--- src/rtl/lsu_seq_pkg.sv ---
// Shared types and byte-enable constants for the LSU bus sequencer.
package lsu_seq_pkg;

  typedef enum logic [1:0] {
    WORD = 2'b00,
    HALF = 2'b01,
    BYTE = 2'b10
  } lsu_type_e;

  typedef enum logic [2:0] {
    IDLE,
    REQ0,
    WAIT0,
    REQ1,
    WAIT1
  } lsu_seq_state_e;

  localparam logic [3:0] BE_WORD = 4'b1111;
  localparam logic [3:0] BE_HALF = 4'b0011;
  localparam logic [3:0] BE_BYTE = 4'b0001;

  // Reserved type encoding 2'b11 falls through to a full word.
  function automatic logic [3:0] base_be(input logic [1:0] acc_type);
    case (acc_type)
      HALF:    return BE_HALF;
      BYTE:    return BE_BYTE;
      default: return BE_WORD;
    endcase
  endfunction

endpackage

--- src/rtl/lsu_seq_align.sv ---
// Combinational lane logic: byte enables, store rotation, split detect,
// and read-data merge with zero/sign extension.
module lsu_seq_align
  import lsu_seq_pkg::*;
(
  input  logic [1:0]  acc_type,
  input  logic [1:0]  off,
  input  logic        beat,
  input  logic        sign_ext,
  input  logic [31:0] wdata,
  input  logic [31:0] rdata_lo,
  input  logic [31:0] rdata_hi,
  output logic        split,
  output logic [3:0]  be,
  output logic [31:0] wdata_rot,
  output logic [31:0] rdata_ext
);

  logic [4:0]  sh;
  logic [7:0]  mask8;
  logic [31:0] merged;

  // NOTE: combinational logic uses blocking assignments; each output gets a
  // value on every path so no latch is inferred.
  always_comb begin
    sh    = {off, 3'b000};
    mask8 = {4'b0000, base_be(acc_type)} << off;
    be    = beat ? mask8[7:4] : mask8[3:0];

    if (acc_type == HALF) split = (off == 2'd3);
    else                  split = (acc_type != BYTE) && (off != 2'd0);

    wdata_rot = (wdata << sh) | (wdata >> (6'd32 - {1'b0, sh}));

    merged = rdata_lo >> sh;
    if (split) merged = merged | (rdata_hi << (6'd32 - {1'b0, sh}));

    case (acc_type)
      BYTE:    rdata_ext = {{24{sign_ext & merged[7]}}, merged[7:0]};
      HALF:    rdata_ext = {{16{sign_ext & merged[15]}}, merged[15:0]};
      default: rdata_ext = merged;
    endcase
  end

endmodule

--- src/rtl/lsu_seq_ctrl.sv ---
// LSU-to-data-memory sequencer. Define LSU_SEQ_MISALIGNED_EN to split
// misaligned accesses into two beats; otherwise they complete with an error.
module lsu_seq_ctrl
  import lsu_seq_pkg::*;
#(
  parameter int AddrWidth = 32
) (
  input  logic                 clk_i,
  input  logic                 rst_i,
  input  logic                 lsu_req_i,
  input  logic                 lsu_we_i,
  input  logic [1:0]           lsu_type_i,
  input  logic                 lsu_sign_ext_i,
  input  logic [AddrWidth-1:0] lsu_addr_i,
  input  logic [31:0]          lsu_wdata_i,
  output logic                 lsu_busy_o,
  output logic                 lsu_rvalid_o,
  output logic [31:0]          lsu_rdata_o,
  output logic                 lsu_err_o,
  output logic                 data_req_o,
  input  logic                 data_gnt_i,
  input  logic                 data_rvalid_i,
  output logic                 data_we_o,
  output logic [3:0]           data_be_o,
  output logic [AddrWidth-1:0] data_addr_o,
  output logic [31:0]          data_wdata_o,
  input  logic [31:0]          data_rdata_i,
  input  logic                 data_err_i
);

  lsu_seq_state_e state_q, state_d;

  logic                 we_q;
  logic [1:0]           type_q;
  logic                 sext_q;
  logic [AddrWidth-1:0] addr_q;
  logic [31:0]          wdata_q;

  logic        complete, cmp_err, cmp_zero;
  logic        split, beat;
  logic [3:0]  be;
  logic [31:0] wdata_rot, rdata_lo, rdata_ext;

`ifdef LSU_SEQ_MISALIGNED_EN
  logic [31:0] rdata0_q;
  logic        save_lo;
  assign rdata_lo = (state_q == WAIT1) ? rdata0_q : data_rdata_i;
`else
  assign rdata_lo = data_rdata_i;
`endif

  assign beat = (state_q == REQ1);

  lsu_seq_align u_align (
    .acc_type  (type_q),
    .off       (addr_q[1:0]),
    .beat      (beat),
    .sign_ext  (sext_q),
    .wdata     (wdata_q),
    .rdata_lo  (rdata_lo),
    .rdata_hi  (data_rdata_i),
    .split     (split),
    .be        (be),
    .wdata_rot (wdata_rot),
    .rdata_ext (rdata_ext)
  );

  assign lsu_busy_o   = (state_q != IDLE);
  assign data_we_o    = data_req_o & we_q;
  assign data_be_o    = data_req_o ? be : 4'b0000;
  assign data_wdata_o = wdata_rot;
  assign data_addr_o  = beat ? {addr_q[AddrWidth-1:2] + (AddrWidth-2)'(1), 2'b00}
                             : {addr_q[AddrWidth-1:2], 2'b00};

  always_comb begin
    state_d    = state_q;
    data_req_o = 1'b0;
    complete   = 1'b0;
    cmp_err    = 1'b0;
    cmp_zero   = 1'b0;
`ifdef LSU_SEQ_MISALIGNED_EN
    save_lo    = 1'b0;
`endif
    case (state_q)
      IDLE: if (lsu_req_i) state_d = REQ0;
      REQ0: begin
`ifdef LSU_SEQ_MISALIGNED_EN
        data_req_o = 1'b1;
        if (data_gnt_i) state_d = WAIT0;
`else
        if (split) begin
          state_d  = IDLE;
          complete = 1'b1;
          cmp_err  = 1'b1;
          cmp_zero = 1'b1;
        end else begin
          data_req_o = 1'b1;
          if (data_gnt_i) state_d = WAIT0;
        end
`endif
      end
      WAIT0: if (data_rvalid_i) begin
        state_d  = IDLE;
        complete = 1'b1;
        cmp_err  = data_err_i;
        cmp_zero = we_q;
`ifdef LSU_SEQ_MISALIGNED_EN
        // A faulting first beat ends the access without issuing the second.
        if (split) begin
          if (data_err_i) begin
            cmp_zero = 1'b1;
          end else begin
            complete = 1'b0;
            save_lo  = 1'b1;
            state_d  = REQ1;
          end
        end
`endif
      end
`ifdef LSU_SEQ_MISALIGNED_EN
      REQ1: begin
        data_req_o = 1'b1;
        if (data_gnt_i) state_d = WAIT1;
      end
      WAIT1: if (data_rvalid_i) begin
        state_d  = IDLE;
        complete = 1'b1;
        cmp_err  = data_err_i;
        cmp_zero = we_q;
      end
`endif
      default: state_d = IDLE;
    endcase
  end

  always_ff @(posedge clk_i) begin
    if (rst_i) begin
      state_q      <= IDLE;
      lsu_rvalid_o <= 1'b0;
      lsu_rdata_o  <= 32'h0;
      lsu_err_o    <= 1'b0;
    end else begin
      state_q      <= state_d;
      lsu_rvalid_o <= complete;
      if (complete) begin
        lsu_rdata_o <= cmp_zero ? 32'h0 : rdata_ext;
        lsu_err_o   <= cmp_err;
      end
    end
  end

  // NOTE: request and first-beat registers carry no reset; they are only
  // consumed while the FSM is out of IDLE, after they have been loaded.
  always_ff @(posedge clk_i) begin
    if (state_q == IDLE && lsu_req_i) begin
      we_q    <= lsu_we_i;
      type_q  <= lsu_type_i;
      sext_q  <= lsu_sign_ext_i;
      addr_q  <= lsu_addr_i;
      wdata_q <= lsu_wdata_i;
    end
`ifdef LSU_SEQ_MISALIGNED_EN
    if (save_lo) rdata0_q <= data_rdata_i;
`endif
  end

endmodule
--- config.mk ---
export PLATFORM = sky130hd
export DESIGN_NAME = lsu_seq_ctrl
export DESIGN_NICKNAME = d
export VERILOG_FILES = /design/src/rtl/lsu_seq_pkg.sv /design/src/rtl/lsu_seq_align.sv /design/src/rtl/lsu_seq_ctrl.sv
export SDC_FILE = /design/constraint.sdc
export NUM_CORES = 1
export LEC_CHECK = 0
export CORE_MARGIN = 10
export CORE_UTILIZATION = 47
export CTS_CLUSTER_DIAMETER = 120
export DETAILED_ROUTE_END_ITERATION = 12
export PLACE_DENSITY = 0.86
export SYNTH_ARGS = -nofsm -noshare
export SYNTH_HDL_FRONTEND = slang
export SYNTH_SLANG_ARGS = --single-unit
--- constraint.sdc ---
create_clock -name clk_i -period 3.6 [get_ports clk_i]
set_input_delay 0.54 -clock clk_i [delete_from_list [all_inputs] [get_ports clk_i]]
set_output_delay 0.54 -clock clk_i [all_outputs]
set_load 0.03 [all_outputs]
==> impl_metrics.csv <==
group,metric,value,unit
status,status,"finished, final reports clean",
die,num_io_pins,211,
timing,hold_ws,0.454,ns
timing,finClkSkew,0.00676,ns
global_routing,antenna_found_initial,0,
timing,max-slew-margin-rel,38.9,%
drt,route.detailed.drc,0,
drt,wl,20700,µm
synthesis,syn_area,6390,µm²
placement,dp.cells,1011,
clocking,cts_tree,"yes",
placement,place_hpwl,15300,µm
placement,post_dp_cell_area,8580,µm²
layout,final_cell_mix,"clkdlybuf4s50_1, a21oi_1, edfxtp_1",
clocking,clk_pin_slew,0.07,ns
global_routing,grt_pass1_vias,5609,
pwr,power_density,403,nW/µm²
run,cap_viol_max_count,0,
synthesis,async_flop_share,0,%
min_path,hp-start,"lsu_rdata_o[18]",
synthesis,yosysWarnings,0,
die,start_util,48.1,%
clocking,post_cts.repair.setup_buffers,0,
die,die-area,18700,µm²
layout,fin_cells,1027,
die,die_y,137,µm
clocking,cts_buffer_depth,2,
worst_setup_path,path_class,"reg -> out",
worst_setup_path,slowest_stage,"clkdlybuf4s50_1",
worst_setup_path,cp_max_fo,12,
synthesis,ys_ff_latch,104,
worst_setup_path,required,3.06,ns
synthesis,avgSynthCellArea,9.69,µm²
worst_setup_path,critPathLaunch,"state_q[0]",
worst_setup_path,rr_startpoint,"addr_q[0]",
global_routing,grt_max_degree,78,
pwr,p_seq_share,39.5,%
synthesis,yosys.area_share.simple,15.0,%
global_routing,grt_overflow,0,
drt,top_layer_used,"met4",
pwr,power.switching,1170,µW
worst_setup_path,end_kind,"primary output",
drt,vias,5988,
die,core-area,13300,µm²
synthesis,synth_edf_count,68,
global_routing,grt_use_total,21.1,%
layout,final_common_cell,"clkdlybuf4s50_1",
timing,max_freq,0.292,GHz
timing,final.period_utilization,95.0,%
timing,min_period,3.42,ns
pwr,p_comb_share,32.1,%
drt,wl_per_cell,20.1,µm
layout,design_area,8900,µm²
placement,gp_congestion,0.974,
synthesis,post_synth_num_cell_types,58,
timing,worst_pin_slew,0.916,ns
timing,setup_tns,0,ns
drt,drtPass1Iterations,6,
timing,setup_violations,0,
drt,viasPerCell,5.83,
worst_setup_path,critPathArrivalTime,2.88,ns
clocking,cts_resized,0,
synthesis,synthCells,660,
clocking,clockRootBuffer,"clkbuf_16",
pwr,p_leak,0.00332,µW
drt,wl_met1,8400,µm
timing,rsz0062_at_grt,"no",
synthesis,synthAdderAreaFrac,2.15,%
pwr,p_int,2420,µW
layout,layout.nets,963,
pwr,switching_share,32.5,%
pwr,p_clk_share,28.4,%
die,die_w,137,µm
synthesis,synth_top_family_by_area,"compound AO/OA/AOI/OAI gates",
pwr,peakVddDrop,0.000281,V
worst_setup_path,max_stage_delay,0.69,ns
synthesis,synth_seq_area_share,43.2,%
clocking,clk_latency,0.35,ns
clocking,ctsHoldBuffers,0,
synthesis,synthFlopType,"edfxtp_1",
layout,nFillCells,1038,
drt,antenna_left,0,
timing,slew_violations,0,
synthesis,synthXorXnorAreaFrac,3.97,%
worst_setup_path,worstSetupStartpointType,"flip-flop",
drt,dr_wl_met2,9580,µm
clocking,cts.sinks,104,
clocking,htree_levels,3,
placement,port_buffers,208,
timing,finalHoldViolCount,0,
layout,diodes,0,
drt,drt_iter0_markers,591,
clocking,numCtsBuffers,9,
layout,syn2layout_area_growth,39.2,%
die,rows,42,
min_path,hp-class,"reg -> reg",
worst_setup_path,cp_cell_sequence,"ha_1 -> buf_4 -> nand3_1 -> nor3_1 -> nand3_1 -> nor3_1 -> xor2_1 -> clkdlybuf4s50_1",
global_routing,grt_pass1_wl,31200,µm
synthesis,muxShareOfSynthArea,7.51,%
drt,dr_wl_met3,2080,µm
layout,final_layout_size_suffix_gt1_share,13.4,%
synthesis,synth_compound_area_share,23.0,%
-- synthesized netlist by cell type, types with 7 or more instances --
cell type | n | share of area (%)
nand4_1 | 8 | 0.78
xnor2_1 | 18 | 2.5
ha_1 | 11 | 2.2
a22oi_1 | 8 | 0.94
o21ai_2 | 12 | 1.6
buf_2 | 22 | 1.7
or2_2 | 8 | 0.78
a32o_1 | 7 | 1.1
clkbuf_1 | 14 | 0.82
o21a_1 | 8 | 0.94
a221o_1 | 14 | 2.2
mux4_2 | 7 | 2.5
a32oi_1 | 7 | 0.96
nand3_1 | 17 | 1.3
mux2i_1 | 12 | 1.9
a221oi_1 | 15 | 2.1
a211o_1 | 8 | 1.1
mux2_2 | 18 | 3.2
nand2_1 | 64 | 3.8
a21oi_1 | 70 | 5.5
dfxtp_1 | 36 | 11
a211oi_1 | 10 | 1.2
nor2b_1 | 30 | 2.9
inv_1 | 21 | 1.2
nor2_1 | 43 | 2.5
o22ai_1 | 9 | 0.88
edfxtp_1 | 68 | 32
xor2_1 | 11 | 1.5
o21ai_0 | 33 | 2.6
-- path summary, 6_finish.rpt --
check	depth (start not counted)	end	slack (ns)
max	8	data_addr_o[23]	0.18
min	2	lsu_rdata_o[18]	0.45
max reg2reg	9	lsu_rdata_o[22]	0.72
min reg2reg	2	lsu_rdata_o[18]	0.45
-- critical path: cells and delay by family (launching register included) --
kind                     cells  cell delay (ns)
XOR/XNOR                     1             0.17
adder cells (fa/ha/maj)      1             0.20
flip-flops                   1             0.38
buffers and inverters        2             0.88
AND/OR/NAND/NOR              4             0.89
-- registers in the layout (all words and copies together) (netlist names) --
name          count
lsu_rvalid_o      1
type_q            2
wdata_q          32
lsu_err_o         1
addr_q           32
lsu_rdata_o      32
sext_q            1
we_q              1
state_q           2
-- through the flow --
| step | setup slack [ns] | total power (µW) | utilization (%) |
|---|---|---|---|
| finish | 0.178 | 3590 | 67.0 |
| global route | 0.00691 | 3740 | 67.0 |
| CTS | 0.0341 | 3610 | 66.8 |
| detailed placement | 0.412 | 2580 | 64.5 |
| global placement | 0.520 | 2570 | 64.5 |
| floorplan | 0.0432 | 2130 | - |
-- cell families after synthesis --
| logic type | count (synthesis) |
|---|---|
| flip-flops | 104 |
| adder cells (fa/ha/maj) | 11 |
| buffers and inverters | 70 |
| XOR/XNOR | 29 |
| other | 1 |
| AO/OA/AOI/OAI | 214 |
| AND/OR/NAND/NOR | 194 |
| multiplexers | 37 |
-- power by group through the flow --
stage	Clock [µW]	Sequential [µW]	Combinational, µW
after floorplan	0	1430	695
after global placement	0	1440	1130
after detailed placement	0	1440	1140
after CTS	1040	1420	1150
after global routing	1090	1430	1230
final	1020	1420	1150
-- per-layer routing --
metal / GRT usage (%) / vias to the layer above
met4: 8.76 / 0
li1: - / 2836
met2: 33.7 / 315
met1: 27.2 / 2804
met3: 4.51 / 33
met5: 0 / -
-- area by class of cell --
class,instances,area [µm²],share of cell area (%)
Multi-Input combinational cell,487,3330,37.4
Sequential cell,104,2760,31.0
Timing Repair Buffer,222,2200,24.8
Clock buffer,11,254,2.85
Tap cell,176,220,2.47
Inverter,22,82.6,0.928
Clock inverter,5,52.6,0.590
Note: power is estimated with default switching activity, not from simulation.
